## src/rtl/plic_claim_ctrl_pkg.sv

```systemverilog
// plic_claim_ctrl_pkg: shared gateway state type and default PLIC sizing
package plic_claim_ctrl_pkg;
  localparam int PLIC_SOURCE_COUNT = 8;
  localparam int PLIC_SOURCE_WIDTH = 4;
  typedef enum logic [1:0] {
    GW_IDLE    = 2'd0,
    GW_PENDING = 2'd1,
    GW_CLAIMED = 2'd2
  } plic_gw_state_e;
endpackage

```

## src/rtl/plic_claim_ctrl_if.sv

```systemverilog
// plic_claim_ctrl_if: claim/complete strobes from the register interface and per-source status back
interface plic_claim_ctrl_if #(
  parameter int SOURCE_COUNT = plic_claim_ctrl_pkg::PLIC_SOURCE_COUNT,
  parameter int SOURCE_WIDTH = plic_claim_ctrl_pkg::PLIC_SOURCE_WIDTH
);
  logic                    claim_req_i;
  logic [SOURCE_WIDTH-1:0] claim_idx_i;
  logic                    complete_req_i;
  logic [SOURCE_WIDTH-1:0] complete_idx_i;
  logic [SOURCE_COUNT-1:0] irq_pending_o;
  logic [SOURCE_COUNT-1:0] in_service_o;
  logic [SOURCE_COUNT-1:0] edge_held_o;
  modport master (
    output claim_req_i, claim_idx_i, complete_req_i, complete_idx_i,
    input  irq_pending_o, in_service_o, edge_held_o
  );
  modport slave (
    input  claim_req_i, claim_idx_i, complete_req_i, complete_idx_i,
    output irq_pending_o, in_service_o, edge_held_o
  );
endinterface

```

## src/rtl/plic_claim_ctrl_gateway.sv

```systemverilog
// plic_gateway: one source's synchroniser, edge detect, IDLE/PENDING/CLAIMED FSM and one-deep edge hold
module plic_gateway
  import plic_claim_ctrl_pkg::*;
#(
  parameter int SYNC_STAGES = 2
) (
  input  logic clk,
  input  logic rst_n,
  input  logic irq_i,
  input  logic edge_mode_i,
  input  logic claim_hit_i,
  input  logic complete_hit_i,
  output logic pending_o,
  output logic in_service_o,
  output logic edge_held_o
);
  logic [SYNC_STAGES-1:0] sync_q;
  logic s, s_prev_q, edge_det, trig;
  logic edge_held_q, edge_held_d;
  plic_gw_state_e state_q, state_d;
  assign s        = sync_q[SYNC_STAGES-1];
  assign edge_det = s & ~s_prev_q;
  assign trig     = edge_mode_i ? edge_det : s;
  always_ff @(posedge clk or negedge rst_n) begin
    if (!rst_n) begin
      sync_q      <= '0;
      s_prev_q    <= 1'b0;
      edge_held_q <= 1'b0;
      state_q     <= GW_IDLE;
    end else begin
      sync_q      <= {sync_q[SYNC_STAGES-2:0], irq_i};
      s_prev_q    <= s;
      edge_held_q <= edge_held_d;
      state_q     <= state_d;
    end
  end
  // triggers outside IDLE/CLAIMED are merged; only an edge in CLAIMED is remembered
  always_comb begin
    state_d     = state_q;
    edge_held_d = edge_held_q;
    case (state_q)
      GW_IDLE:    state_d = trig ? GW_PENDING : GW_IDLE;
      GW_PENDING: state_d = claim_hit_i ? GW_CLAIMED : GW_PENDING;
      GW_CLAIMED: begin
        if (complete_hit_i) begin
          state_d     = (edge_mode_i && (edge_held_q || edge_det)) ? GW_PENDING : GW_IDLE;
          edge_held_d = 1'b0;
        end else if (edge_mode_i && edge_det) begin
          edge_held_d = 1'b1;
        end
      end
      default:    state_d = GW_IDLE;
    endcase
  end
  always_comb begin
    pending_o    = state_q == GW_PENDING;
    in_service_o = state_q == GW_CLAIMED;
    edge_held_o  = edge_held_q;
  end
endmodule

```

## src/rtl/plic_claim_ctrl.sv

```systemverilog
// plic_claim_ctrl: decodes claim/complete indices into one-hot hits and hosts one gateway per source
module plic_claim_ctrl
  import plic_claim_ctrl_pkg::*;
#(
  parameter int SOURCE_COUNT = PLIC_SOURCE_COUNT,
  parameter int SOURCE_WIDTH = PLIC_SOURCE_WIDTH,
  parameter int SYNC_STAGES  = 2
) (
  input  logic                    clk,
  input  logic                    rst_n,
  input  logic [SOURCE_COUNT-1:0] irq_src_i,
  input  logic [SOURCE_COUNT-1:0] regs_edge_i,
  plic_claim_ctrl_if.slave        bus
);
  logic [SOURCE_COUNT-1:0] claim_hit, complete_hit, pending, in_service, edge_held;
  // index k selects source k-1; i+1 is cast to SOURCE_WIDTH so a full 2^W-1 source map still decodes
  for (genvar i = 0; i < SOURCE_COUNT; i++) begin : g_src
    assign claim_hit[i]    = bus.claim_req_i && (bus.claim_idx_i == SOURCE_WIDTH'(i + 1));
    assign complete_hit[i] = bus.complete_req_i && (bus.complete_idx_i == SOURCE_WIDTH'(i + 1));
    plic_gateway #(.SYNC_STAGES(SYNC_STAGES)) u_gw (
      .clk            (clk),
      .rst_n          (rst_n),
      .irq_i          (irq_src_i[i]),
      .edge_mode_i    (regs_edge_i[i]),
      .claim_hit_i    (claim_hit[i]),
      .complete_hit_i (complete_hit[i]),
      .pending_o      (pending[i]),
      .in_service_o   (in_service[i]),
      .edge_held_o    (edge_held[i])
    );
  end
  assign bus.irq_pending_o = pending;
  assign bus.in_service_o  = in_service;
  assign bus.edge_held_o   = edge_held;
endmodule

```

## src/flat_wrapper.sv

```systemverilog
// flat-port wrapper written by rule: the top's interface ports become plain ports
module plic_claim_ctrl_flat import plic_claim_ctrl_pkg::*;
#(
  parameter int SOURCE_COUNT = PLIC_SOURCE_COUNT,
  parameter int SOURCE_WIDTH = PLIC_SOURCE_WIDTH,
  parameter int SYNC_STAGES  = 2
)
  (clk, rst_n, irq_src_i, regs_edge_i, bus_claim_req_i, bus_claim_idx_i, bus_complete_req_i, bus_complete_idx_i, bus_irq_pending_o, bus_in_service_o, bus_edge_held_o);
  plic_claim_ctrl_if #(.SOURCE_COUNT(SOURCE_COUNT), .SOURCE_WIDTH(SOURCE_WIDTH)) bus_i ();
  input  logic clk;
  input  logic rst_n;
  input  logic [SOURCE_COUNT-1:0] irq_src_i;
  input  logic [SOURCE_COUNT-1:0] regs_edge_i;
  input wire logic [$bits(bus_i.claim_req_i)-1:0] bus_claim_req_i;
  input wire logic [$bits(bus_i.claim_idx_i)-1:0] bus_claim_idx_i;
  input wire logic [$bits(bus_i.complete_req_i)-1:0] bus_complete_req_i;
  input wire logic [$bits(bus_i.complete_idx_i)-1:0] bus_complete_idx_i;
  output wire logic [$bits(bus_i.irq_pending_o)-1:0] bus_irq_pending_o;
  output wire logic [$bits(bus_i.in_service_o)-1:0] bus_in_service_o;
  output wire logic [$bits(bus_i.edge_held_o)-1:0] bus_edge_held_o;
  assign bus_i.claim_req_i = bus_claim_req_i;
  assign bus_i.claim_idx_i = bus_claim_idx_i;
  assign bus_i.complete_req_i = bus_complete_req_i;
  assign bus_i.complete_idx_i = bus_complete_idx_i;
  assign bus_irq_pending_o = bus_i.irq_pending_o;
  assign bus_in_service_o = bus_i.in_service_o;
  assign bus_edge_held_o = bus_i.edge_held_o;
  plic_claim_ctrl #(.SOURCE_COUNT(SOURCE_COUNT), .SOURCE_WIDTH(SOURCE_WIDTH), .SYNC_STAGES(SYNC_STAGES)) u_core (.clk(clk), .rst_n(rst_n), .irq_src_i(irq_src_i), .regs_edge_i(regs_edge_i), .bus(bus_i));
endmodule
```

## config.mk

```make
export PLATFORM = sky130hd
export DESIGN_NAME = plic_claim_ctrl_flat
export DESIGN_NICKNAME = d
export VERILOG_FILES = /design/src/rtl/plic_claim_ctrl_pkg.sv /design/src/rtl/plic_claim_ctrl_if.sv /design/src/rtl/plic_claim_ctrl_gateway.sv /design/src/rtl/plic_claim_ctrl.sv /design/src/flat_wrapper.sv
export SDC_FILE = /design/constraint.sdc
export NUM_CORES = 1
export LEC_CHECK = 0
export BUFFER_PORTS_ARGS = -buffer_cell sky130_fd_sc_hd__buf_2
export CAP_MARGIN = 0
export CORE_MARGIN = 4
export CORE_UTILIZATION = 45
export DETAILED_ROUTE_END_ITERATION = 12
export PLACE_DENSITY = 0.69
export REMOVE_ABC_BUFFERS = 1
export SLEW_MARGIN = 15
export SYNTH_ARGS = -nofsm -noshare
export SYNTH_HDL_FRONTEND = slang
export SYNTH_SLANG_ARGS = --single-unit
```

## constraint.sdc

```tcl
create_clock -name clk -period 1.7 [get_ports clk]
set_clock_uncertainty 0.15 [all_clocks]
set_input_delay 0.17 -clock clk [delete_from_list [all_inputs] [get_ports clk]]
set_output_delay 0.17 -clock clk [all_outputs]
set_load 0.02 [all_outputs]
```

## Yosys cells after proc, flatten, opt, wreduce, memory -nomap -nowiden

Cells that the tools add are included.

| storage, ports and cells | value |
|---|---|
| flip-flop bits (word level) | 48 |
| input bits | 28 |
| logic and storage cells | 216 |

| operators by class | value |
|---|---|
| eq/ne operators | 40 |
| multiplexer cells | 64 |
| bitwise operators | 16 |
| reductions and logical operators | 64 |

Operators by type and width:

| kind | count |
|---|---|
| case mux 2 bit (3 select lines) | 8 |
| 2-to-1 mux 1 bit | 40 |
| equality test 4 x 3 -> 1 bit (second input constant) | 8 |
| logical AND 1 bit | 32 |
| 2-to-1 mux 2 bit | 16 |
| equality test 2 x 1 -> 1 bit (second input constant) | 8 |
| equality test 2 bit (second input constant) | 8 |
| equality test 4 x 2 -> 1 bit (second input constant) | 4 |
| logical NOT 2 bit | 8 |
| inequality test 2 bit (second input constant) | 8 |
| AND reduction 2 bit | 8 |
| nonzero test 2 bit | 8 |
| AND 1 bit | 8 |
| equality test 4 x 1 -> 1 bit (second input constant) | 2 |
| equality test 4 bit (second input constant) | 2 |
| logical OR 1 bit | 8 |
| inverter 1 bit | 8 |

## Longest topological paths before layout

Gate-level depths: netlist of run 1.

| depth | value |
|---|---|
| word-level depth | 7 |
| mapped depth | 5 |
| mapped depth without buffers | 4 |

## Cells and area by module

A second synthesis of run 1 with hierarchy kept.

| unflattened totals | value |
|---|---|
| cells, all modules | 204 |
| area total of the unflattened synthesis | 2074.5 um^2 |

By module, submodules not included:

| module | times used | cells an instance | area each (um^2) | seq. area each (um^2) |
|---|---|---|---|---|
| plic_gateway | 8 | 22 | 241.5 | 150.1 |
| plic_claim_ctrl | 1 | 28 | 142.6 | 0.0 |

## Worst setup path before layout of run 1

Ideal clock, no wire load.

| timing path | value |
|---|---|
| kind | register to register |
| start | register u_core.g_src[0].u_gw.sync_q[1] |
| end | register u_core.g_src[0].u_gw.state_q[0] |
| setup time | 130 ps |
| arrival time | 952 ps |
| required time | 1420 ps |
| slack | 468 ps |
| stages on the path, launching flop included | 5 |
| period minus slack after synthesis | 1232 ps |
| path through | dfrtp_1 -> nor2b_1 -> a21o_1 -> a221oi_1 -> a21oi_1 |

| on the way | value |
|---|---|
| word-level cells in the longest chain between the ends | 6 |
| elaborated cells between the ends (all ways) | 8 |
| classes of those cells | mux (5); bitwise (1); reduce/logical (2) |

Ends and longest elaborated chain:

| item | RTL line | text |
|---|---|---|
| start: declaration | plic_claim_ctrl_gateway.sv:17 | `logic [SYNC_STAGES-1:0] sync_q;` |
| start signal: assignment | plic_claim_ctrl_gateway.sv:31 | `sync_q <= {sync_q[SYNC_STAGES-2:0], irq_i};` |
| AND 1 bit | plic_claim_ctrl_gateway.sv:22 | `assign edge_det = s & ~s_prev_q;` |
| logical OR 1 bit | plic_claim_ctrl_gateway.sv:46 | `state_d = (edge_mode_i && (edge_held_q \|\| edge_det)) ? GW_PENDING : GW_IDLE;` |
| logical AND 1 bit | plic_claim_ctrl_gateway.sv:46 |  |
| 2-to-1 mux 1 bit | plic_claim_ctrl_gateway.sv:46 |  |
| 2-to-1 mux 2 bit | plic_claim_ctrl_gateway.sv:45 | `if (complete_hit_i) begin` |
| case mux 2 bit (3 select lines) (*) | plic_claim_ctrl_gateway.sv:41 | `case (state_q)` |
| end signal: assignment | plic_claim_ctrl_gateway.sv:34 | `state_q <= state_d;` |
| end: declaration | plic_claim_ctrl_gateway.sv:20 | `plic_gw_state_e state_q, state_d;` |

Mark *: on every way between the ends. The rest lies on a longest branch, timed or not. The select of a mux whose other input is x is not followed.
A chain may end at the register's enable or synchronous reset.

## Final worst setup path of run 1

| timing path | value |
|---|---|
| start | register u_core.g_src[1].u_gw.state_q[1] |
| end | output port bus_in_service_o[1] |

| on the way | value |
|---|---|
| word-level cells in the longest chain between the ends | 1 |

Ends and longest elaborated chain:

| item | RTL line | text |
|---|---|---|
| start: declaration | plic_claim_ctrl_gateway.sv:20 |  |
| start signal: assignment | plic_claim_ctrl_gateway.sv:34 |  |
| equality test 2 bit | plic_claim_ctrl_gateway.sv:57 | `in_service_o = state_q == GW_CLAIMED;` |
| end: declaration | flat_wrapper.sv:19 | `output wire logic [$bits(bus_i.in_service_o)-1:0] bus_in_service_o;` |

Every way passes these cells.

==> summary.txt, run 1 <==
Run status
  – Outcome: complete, no violations

Global routing
  – Global route total overflow: 0
  – Largest net degree at the start of global routing: approximately 50
  – Initial antenna violation count: 0
  – GRT Total Usage: between 10% and 20%
  – First-pass GRT wire length: a little under 7000 µm
  – Vias in the first global route: about 1600

Worst setup path
  – CP Data Arrival Time: approximately 1.3 ns
  – Worst-path fanout max: 6
  – Startpoint Class: register
  – Crit path required time: approximately 1.4 ns
  – CP Class: reg -> out
  – CP endpoint kind: primary output

Logic synthesis
  – XOR/XNOR share of the synthesized area: 0%
  – Register area share after synthesis: ~55%
  – Mux contribution to synthesized area: 0%
  – Cells after synthesis: ~200
  – Netlist cell types: 35
  – Post-synthesis adder-cell area fraction: 0%
  – Synth Register Bits: 48
  – Largest family of logic cells by synthesized area: simple AND/OR/NAND/NOR gates
  – Synth Area per Inst: around 11 µm²
  – Post-synthesis compound-gate area fraction: 16.8%
  – Cell Area, Synth: between 2000 and 2500 µm²
  – Yosys warnings: 0
  – Synth Area in Simple Gates: 16.8%

Die
  – I/O pins: 52
  – Die area: between 6000 and 7000 µm²
  – Chip height: about 78 µm
  – Initial Util: 46.2%
  – Total core area: between 4000 and 5000 µm²
  – Row count: 25
  – Die X: around 78 µm

STA
  – Worst Tran Pin Value: 0.454 ns
  – Max Fclk: between 600 and 700 MHz
  – Worst slew margin: 69.5%
  – Minimum clock period: 1.57 ns
  – Fin crit share: between 90% and 100%
  – TNS Setup: 0 ns
  – RSZ-0062 raised after global routing: false
  – Hold Violations, Final: 0
  – Hold_ws: roughly 0.017 ns
  – Slew Viols, Final: 0
  – Setup violators final: 0

Clock network
  – CTS buffer count: 5
  – Num Clock Sinks: 48
  – Longest Clk Path Bufs: 2
  – Post-CTS setup buffer count: 0
  – Worst skew pair latency: a little under 0.3 ns
  – H-Tree Depth: 2
  – CTS tree: done
  – Clock transition at path regs: 0.08 ns
  – Root buf cell: clkbuf_8

Cells and area
  – Fin nets: approximately 280
  – Final Instance Count excl. Fillers: approximately 320
  – Layout cell share with drive strength beyond 1: roughly a quarter
  – Area growth syn-to-layout: 15.9%
  – Antenna diodes: 0
  – Core Util, Final: 53.5%

Route
  – Vias: ~1600
  – Via density: 5.06
  – DRT iter0 DRCs: 100
  – Wirelength, routed: ~4100 µm
  – Final antenna-violating net count: 0
  – WL/cell: about 13 µm
  – DRC viols: 0
  – Router iterations before antenna repair: 4

Run
  – Max-cap violations: 0

Placed design
  – Hpwl dp: about 3000 µm
  – GP Congestion: roughly 0.8
  – Port Buf Inserts: 51
  – Placed Cells: 300

Power
  – P_leak: roughly 1.2 nW
  – Maximum vdd drop: around 0.45 mV
  – Power per Cell Area: roughly 1000 nW/µm²

Min path
  – Hold crit path type: in -> reg
==> cell usage in the layout, fill, tap and decap left out, drive strengths merged, types with 6 or more instances in the layout <==
cell type / Yosys / routed
a31oi: 14 / 14
nand3: 6 / 6
buf: 25 / 52
o22ai: 6 / 6
clkbuf: 0 / 8
dlygate4sd3: 0 / 9
inv: 15 / 15
nor2: 10 / 10
dfrtp: 48 / 48
nor2b: 20 / 20
a21oi: 20 / 20
==> metal layers <==
layer | track usage, % | vias up | routed length [µm]
met3 | 4.41 | 5 | 230
met1 | 18.3 | 766 | 1850
met4 | 5.69 | 0 | 50
met2 | 23.5 | 42 | 1930
met5 | 0 | - | 0
li1 | - | 791 | -
==> cell type report <==
type,count,area (µm²)
clock buffers,8,90.1
inverters,15,56.3
multi-input cells,118,732
well taps,67,83.8
flip-flops and latches,48,1200
repair buffers,61,365
fillers,428,2190
==> timing repair <==
item                                   CTS  global route
endpoints found under the hold margin   56             0
gates resized for setup                  0             0
hold buffers                             9             0
==> power by group <==
group / total [W] / switching (W) / internal, W / leakage [nW]
Combinational: 0.000496 / 0.000285 / 0.000212 / 0.564
Sequential: 0.00136 / 0.000105 / 0.00126 / 0.570
Clock: 0.000687 / 0.000355 / 0.000332 / 0.0455
==> critical path, cell delays in order, from the launching register on <==
cell	delay, ns
dfrtp_1	0.43
nor2b_1	0.30
buf_2	0.23
==> sequential cells by signal, indices dropped and copies added (netlist names) <==
name,count
u_core.g_src.u_gw.s_prev_q,8
u_core.g_src.u_gw.sync_q,16
u_core.g_src.u_gw.edge_held_o,8
u_core.g_src.u_gw.state_q,16
==> path summary, 6_finish.rpt <==
kind	slack, ns	from	endpoint	cells after the start
hold reg to reg	0.20	u_core.g_src[2].u_gw.sync_q[0]	u_core.g_src[2].u_gw.sync_q[1]	0
hold / removal	0.02	regs_edge_i[6]	u_core.g_src[6].u_gw.edge_held_o	3
min in group asynchronous	0.23	rst_n	u_core.g_src[7].u_gw.state_q[0]	3
max in group asynchronous	0.94	rst_n	u_core.g_src[2].u_gw.state_q[1]	3
setup reg to reg	0.42	u_core.g_src[0].u_gw.sync_q[1]	u_core.g_src[0].u_gw.state_q[0]	4
setup / recovery	0.13	u_core.g_src[1].u_gw.state_q[1]	bus_in_service_o[1]	2
==> synth_stat cells <==
| cell type | n | area share, % |
|---|---|---|
| a31o_2 | 1 | 0.40 |
| and4bb_2 | 1 | 0.57 |
| nand3_1 | 6 | 1.4 |
| nand2_1 | 4 | 0.69 |
| and2_1 | 2 | 0.57 |
| and3b_1 | 2 | 0.80 |
| o21ai_0 | 4 | 0.92 |
| a311oi_1 | 1 | 0.40 |
| nand4b_1 | 1 | 0.40 |
| nor2_1 | 10 | 1.7 |
| inv_1 | 15 | 2.6 |
| o32a_1 | 1 | 0.46 |
| buf_6 | 1 | 0.52 |
| and4b_1 | 1 | 0.46 |
| nor3b_1 | 2 | 0.69 |
| o32ai_1 | 3 | 1.2 |
| a21o_1 | 2 | 0.69 |
| nand3b_1 | 1 | 0.34 |
| a22o_2 | 1 | 0.46 |
| a211oi_1 | 1 | 0.34 |
| o22ai_1 | 6 | 1.7 |
| buf_4 | 24 | 8.3 |
| nand2b_1 | 3 | 0.86 |
| and2b_1 | 2 | 0.69 |
| and3_1 | 3 | 0.86 |
| dfrtp_1 | 48 | 55 |
| a221oi_2 | 1 | 0.69 |
| nor2b_1 | 20 | 5.7 |
| nand4_1 | 1 | 0.29 |
| nor3_1 | 1 | 0.23 |
| o211a_1 | 1 | 0.46 |
| and3_4 | 1 | 0.52 |
| a221oi_1 | 1 | 0.40 |
| a21oi_1 | 20 | 4.6 |
| a31oi_1 | 14 | 4.0 |
==> metrics by stage <==
| step | total power (W) | setup slack, ns | instance area (µm²) |
|---|---|---|---|
| 3_3_place_gp | 0.00187 | 0.339 | 2350 |
| 3_5_place_dp | 0.00187 | 0.350 | 2350 |
| 6_report | 0.00254 | 0.127 | 2530 |
| 2_1_floorplan | 0.00166 | 0.376 | 1990 |
| 5_1_grt | 0.00270 | 0.0233 | 2530 |
| 4_1_cts | 0.00258 | 0.101 | 2530 |
==> logic make-up after synthesis <==
group / Yosys count
compound gates: 57
buf+inv: 40
flops: 48
simple gates: 61
No activity file was read; power rests on OpenSTA's default activity.
==> run 2: changes to the inputs <==
--- a/config.mk
+++ b/config.mk
@@ -9,6 +9,7 @@
 export CAP_MARGIN = 0
 export CORE_MARGIN = 4
 export CORE_UTILIZATION = 45
+export CTS_BUF_LIST = sky130_fd_sc_hd__clkbuf_16
 export DETAILED_ROUTE_END_ITERATION = 12
 export PLACE_DENSITY = 0.69
 export REMOVE_ABC_BUFFERS = 1
==> constraint.sdc (replaced) <==
create_clock -name clk -period 1.5 [get_ports clk]
set_clock_uncertainty 0.15 [all_clocks]
set_input_delay 0.15 -clock clk [delete_from_list [all_inputs] [get_ports clk]]
set_output_delay 0.15 -clock clk [all_outputs]
set_load 0.02 [all_outputs]
==> run 2 against run 1 <==
- final cell count rose by 0.95%
- first-iteration DRC count down 29%
- routed wire length increased by 1.7%
- via count increased by 1.1%
- flip-flop and latch count unchanged
- combinational power grew 16%
- sequential share of layout area fell by 1.6 points
- setup slack worse by 0.064 ns
- clock power rose by 48%
- power rose by 24%
- global-route usage is 0.074 points lower
- sequential power is 14% higher
- critical path type unchanged
==> summary.txt, run 2 (same netlist as run 1, synthesis figures left out) <==
Die
  – I/O pins: 52
  – Chip height: 77.6 µm
  – Die X: just under 80 µm
  – Total core area: between 4000 and 5000 µm²
  – Die area: between 6000 and 7000 µm²
  – Row count: 25
  – Initial Util: between 40% and 50%

Clock network
  – Root buf cell: clkbuf_16
  – Num Clock Sinks: between 40 and 50
  – H-Tree Depth: 2
  – Longest Clk Path Bufs: 2
  – CTS buffer count: 5
  – CTS tree: done
  – Clock transition at path regs: 0.06 ns
  – Worst skew pair latency: ~0.28 ns

Worst setup path
  – Crit-path max cell delay: roughly 0.43 ns
  – Flop-to-flop setup slack: roughly 0.20 ns
  – Reg2reg start: u_core.g_src[5].u_gw.sync_q[1]
  – Reg2Reg Depth: 4
  – Worst-path fanout max: 5
  – CP Class: reg -> out
  – Startpoint Class: register
  – CP Data Arrival Time: around 1.1 ns
  – RR Endpoint: u_core.g_src[5].u_gw.state_q[0]
  – Slowest-stage cell, CP: dfrtp_1
  – Crit path required time: 1.20 ns
  – Crit path launch: u_core.g_src[5].u_gw.state_q[0]
  – Worst path cell trace: and2b_2, buf_2
  – CP endpoint kind: primary output

Cells and area
  – Most common cell after layout, fill and taps aside: buf_2
  – Multi-input logic area: about 750 µm²
  – Layout cell share with drive strength beyond 1: around 30%
  – Fillers: 424
  – Register Area: around 1200 µm²
  – Final Instance Count excl. Fillers: 320
  – Antenna diodes: 0
  – Fin nets: 280
  – Commonest non-fill, non-tap cells in the layout: buf_2, dfrtp_1, a21oi_1
  – Largest regs: u_core.g_src.u_gw.state_q: 16 flops, u_core.g_src.u_gw.sync_q: 16 flops
  – Area growth syn-to-layout: 20.3%

Power
  – Internal: ~0.0023 W
  – Combinational power share: between 10% and 20%
  – Power per Cell Area: 1200 nW/µm²
  – Total power: 0.00315 W
  – P_sw: a little under 0.0009 W
  – Maximum vdd drop: roughly 0.63 mV
  – Clock Power Share: between 30% and 40%
  – P_leak: 1.22 nW
  – Seq pwr share: just under 50%
  – Sw frac: ~28%

Global routing
  – Largest net degree at the start of global routing: 49
  – Vias in the first global route: 1552
  – GRT Total Usage: between 10% and 20%
  – Initial antenna violation count: 0
  – First-pass GRT wire length: just under 7000 µm
  – Global route total overflow: 0

STA
  – Minimum clock period: around 1.4 ns
  – Hold Violations, Final: 0
  – Hold_ws: around 0.014 ns
  – Worst Tran Pin Value: roughly 0.48 ns
  – Max Fclk: between 600 and 700 MHz
  – Setup violators final: 0
  – Slew Viols, Final: 0
  – PnR worst setup slack: 0.0636 ns
  – Worst slew margin: approximately 68%
  – Fin crit share: a little over nine tenths

Min path
  – Hold Path Depth: 3
  – WHS Endpoint: u_core.g_src[6].u_gw.edge_held_o
  – Hold crit path type: in -> reg
  – Hold path startpoint: regs_edge_i[6]

Placed design
  – Post-placement setup slack: about 0.15 ns
  – GP Congestion: about 0.8
  – Placed Cells: 300
  – Port Buf Inserts: approximately 50
  – Hpwl dp: ~3000 µm

Run
  – Max-cap violations: 0

Route
  – Final antenna-violating net count: 0
  – Router iterations before antenna repair: 4
  – DRC viols: 0
  – Vias: between 1500 and 2000
  – Via density: about 5.1
  – DRT iter0 DRCs: approximately 70
  – WL/cell: between 10 and 15 µm
  – Wirelength, routed: a little over 4000 µm

Run status
  – Outcome: complete, no violations
## run 2: cell types whose count changed in the layout (fill, tap and decap cells not counted), moves of 2 or more
| cell | delta |
|---|---|
| inv_1 | +2 |
| and2b_2 | +2 |
| dfrtp_1 | -2 |
| clkbuf_16 | +5 |
| and2b_1 | -2 |
| buf_4 | +3 |
| clkbuf_8 | -6 |
| nor2b_2 | +4 |
| nor2b_1 | -5 |
| clkbuf_1 | -2 |
| dfrtp_2 | +2 |
## run 2: how the worst max path moves through the flow
stage	cells after the start	slack, ns	end
floorplan	3	0.18	u_core.g_src[0].u_gw.edge_held_o
CTS	2	0.02	bus_in_service_o[7]
finish	2	0.06	bus_in_service_o[5]
global route	3	-0.007	bus_in_service_o[2]
detailed placement	5	0.15	u_core.g_src[3].u_gw.state_q[0]
global placement	5	0.16	u_core.g_src[3].u_gw.state_q[0]
## run 2: power groups by stage
stage          clock network [W]  registers, W  logic [W]
2_1_floorplan                  0       0.00160   0.000280
3_3_place_gp                   0       0.00156   0.000549
3_5_place_dp                   0       0.00157   0.000557
4_1_cts                  0.00106       0.00155   0.000579
5_1_grt                  0.00112       0.00157   0.000633
6_report                 0.00102       0.00155   0.000576
## run 2: what timing repair did
action | in CTS | in global routing
setup buffers | 0 | 3
hold endpoints to repair | 56 | 0
hold buffers | 9 | 0
pin swaps | 0 | 0
gates resized for setup | 3 | 8
endpoints found under the setup margin | 3 | 8
## run 2: layer usage
layer,up-vias,global-route usage [%],routed length (µm)
li1,799,-,-
met1,789,17.7,1810
met5,-,0,0
met2,28,24.2,2050
met4,0,5.34,60
met3,6,4.41,211
## run 2: cell type report
cell class / instances / area share, %
clock buffer: 5 / 4.77
clock inverter: 3 / 0.429
inverter: 15 / 2.15
multi-input combinational: 118 / 28.8
sequential: 48 / 45.9
tap: 67 / 3.20
timing repair buffer: 64 / 14.8
## run 2: worst max-delay path: cells and delay by family (launching register included)
kind / cells / cell delay (ns)
flops: 1 / 0.43
simple gates: 1 / 0.26
buf+inv: 1 / 0.17
## run 2: through the flow
step | util [%] | cell area (µm²) | setup TNS, ns
after floorplan | - | 1990 | 0
after global placement | 49.7 | 2350 | 0
after detailed placement | 49.7 | 2350 | 0
after CTS | 54.7 | 2580 | 0
after global routing | 55.5 | 2620 | -0.00670
final | 55.5 | 2620 | 0
==> run 3: changes to the inputs <==
--- a/config.mk
+++ b/config.mk
@@ -11,8 +11,9 @@
 export CORE_UTILIZATION = 45
 export CTS_BUF_LIST = sky130_fd_sc_hd__clkbuf_16
 export DETAILED_ROUTE_END_ITERATION = 12
-export PLACE_DENSITY = 0.69
+export PLACE_DENSITY = 0.72
 export REMOVE_ABC_BUFFERS = 1
+export SKIP_LAST_GASP = 1
 export SLEW_MARGIN = 15
 export SYNTH_ARGS = -nofsm -noshare
 export SYNTH_HDL_FRONTEND = slang
==> constraint.sdc (replaced) <==
create_clock -name clk -period 1.2 [get_ports clk]
set_clock_uncertainty 0.15 [all_clocks]
set_input_delay 0.12 -clock clk [delete_from_list [all_inputs] [get_ports clk]]
set_output_delay 0.12 -clock clk [all_outputs]
set_load 0.02 [all_outputs]
==> run 3 against run 2 <==
- first-iteration DRC count fell by 5.6%
- the run now ends with setup timing left
- register-to-register slack worse by 0.35 ns
- worst hold slack improved by 0.013 ns
- critical path type unchanged
- non-clock buffer count is 47 higher
- flip-flop and latch count did not move
- count of clock-buffer cells in the layout stayed put
- cell area is 30% higher
- die area is the same
- sequential share of layout area is 10 points lower
==> summary.txt, run 3 (same netlist as run 1, synthesis figures left out) <==
Route
  – Router iterations before antenna repair: 4
  – DRT iter0 DRCs: between 60 and 70
  – DRC viols: 0
  – Wirelength, routed: 5510 µm
  – Via density: 5.12
  – Final antenna-violating net count: 0
  – WL/cell: around 15 µm
  – Vias: approximately 1900

Cells and area
  – Most common cell after layout, fill and taps aside: dfrtp_1
  – Area growth syn-to-layout: 56.6%
  – Largest regs: u_core.g_src.u_gw.state_q: 16 flops, u_core.g_src.u_gw.sync_q: 16 flops
  – Core Util, Final: ~72%
  – Commonest non-fill, non-tap cells in the layout: dfrtp_1, buf_2, buf_4
  – Final Instance Count excl. Fillers: about 370
  – Antenna diodes: 0
  – Layout cell share with drive strength beyond 1: between 50 and 60%
  – Fin nets: 327

Worst setup path
  – Crit path required time: 0.93 ns
  – Startpoint Class: register
  – Crit-path max cell delay: between 0.4 and 0.5 ns
  – Worst-path fanout max: 4
  – Worst path cell trace: and2b_2, buf_6
  – Slowest-stage cell, CP: dfrtp_1
  – CP endpoint kind: primary output
  – CP Data Arrival Time: 1.10 ns
  – CP Depth: 2
  – CP Class: reg -> out
  – WP buf/inv: 1
  – CP top delay family: flip-flops
  – Reg2Reg Depth: 3

STA
  – TNS Setup: -2.07 ns
  – Setup violators final: 25
  – Worst Tran Pin Value: around 0.28 ns
  – RSZ-0062 raised after global routing: true
  – Minimum clock period: 1.37 ns
  – Worst slew margin: ~81%
  – Fin crit share: 114%
  – Hold Violations, Final: 0
  – PnR worst setup slack: -0.169 ns
  – Slew Viols, Final: 0
  – Max Fclk: roughly 730 MHz

Die
  – I/O pins: 52
  – Total core area: between 4000 and 5000 µm²
  – Row count: 25
  – Chip height: between 70 and 80 µm
  – Die area: 6020 µm²
  – Die X: 77.6 µm
  – Initial Util: 46.2%

Placed design
  – GP Congestion: around 0.75
  – Hpwl dp: 3010 µm
  – Port Buf Inserts: 51
  – Placed Cells: approximately 310

Clock network
  – Longest Clk Path Bufs: 2
  – CTS buffer count: 5
  – Num Clock Sinks: 48
  – Clock transition at path regs: 0.06 ns
  – CTS tree: done
  – Worst skew pair latency: roughly 0.28 ns
  – H-Tree Depth: 2
  – Root buf cell: clkbuf_16

Power
  – Maximum vdd drop: around 0.96 mV
  – Power per Cell Area: 1340 nW/µm²
  – P_leak: 1.56 nW

Run status
  – Outcome: finished with violations
  – Failing checks: setup timing

Global routing
  – Global route total overflow: 0
  – GRT Total Usage: 17.2%
  – Largest net degree at the start of global routing: 49
  – First-pass GRT wire length: ~8300 µm
  – Initial antenna violation count: 0
  – Vias in the first global route: 1843

Min path
  – Hold Path Depth: 3
  – Hold crit path type: in -> reg

Run
  – Max-cap violations: 0
-- run 3: report_power, final --
group / total (W) / internal, W / switching, W
registers: 0.00198 / 0.00179 / 0.000186
clock network: 0.00132 / 0.000757 / 0.000561
logic: 0.00129 / 0.000703 / 0.000583
-- run 3: repair_timing --
action	in CTS	in global routing
hold buffers	13	0
pin swaps	5	15
endpoints found under the hold margin	60	0
resized for setup	63	60
endpoints found under the setup margin	21	33
buffers inserted	24	10
-- run 3: through the flow --
stage | area [µm²] | power (W) | hold WS (ns) | worst slack [ns]
after detailed placement | 2450 | 0.00269 | -0.0253 | -0.0768
after global routing | 3410 | 0.00479 | 0.0484 | -0.203
after CTS | 3100 | 0.00433 | 0.00963 | -0.164
after floorplan | 1990 | 0.00235 | -0.326 | -0.124
final | 3410 | 0.00458 | 0.0264 | -0.169
after global placement | 2450 | 0.00268 | -0.0251 | -0.0467
-- run 3: tightest hold or removal path: stages --
cell,delay (ns)
buf_2,0.11
a31oi_1,0.13
a31oi_1,0.05
-- run 3: layout make-up --
| type | count | area, µm² |
|---|---|---|
| clock inverter | 3 | 15.0 |
| inverter | 15 | 56.3 |
| sequential | 48 | 1210 |
| multi-input combinational | 118 | 1010 |
| fill | 327 | 1310 |
| tap | 67 | 83.8 |
| timing repair buffer | 111 | 910 |
| clock buffer | 5 | 125 |
-- run 3: routing by layer --
metal | share of wire (%) | wire, µm | track usage, % | vias to the layer above
met3 | 4.5 | 247 | 4.41 | 6
met2 | 53 | 2900 | 28.5 | 50
met5 | 0 | 0 | 0 | -
met4 | 0.92 | 51 | 4.98 | 0
met1 | 42 | 2320 | 22.2 | 923
li1 | - | - | - | 899
-- run 3: worst paths after layout --
check	endpoint	slack, ns	start
setup / recovery	bus_in_service_o[5]	-0.17	u_core.g_src[5].u_gw.state_q[0]
hold / removal	u_core.g_src[4].u_gw.edge_held_o	0.03	regs_edge_i[4]
setup reg to reg	u_core.g_src[5].u_gw.state_q[0]	-0.15	u_core.g_src[5].u_gw.state_q[0]
hold reg to reg	u_core.g_src[6].u_gw.sync_q[1]	0.20	u_core.g_src[6].u_gw.sync_q[0]
max in group asynchronous	u_core.g_src[1].u_gw.state_q[0]	0.46	rst_n
min in group asynchronous	u_core.g_src[5].u_gw.s_prev_q	0.21	rst_n
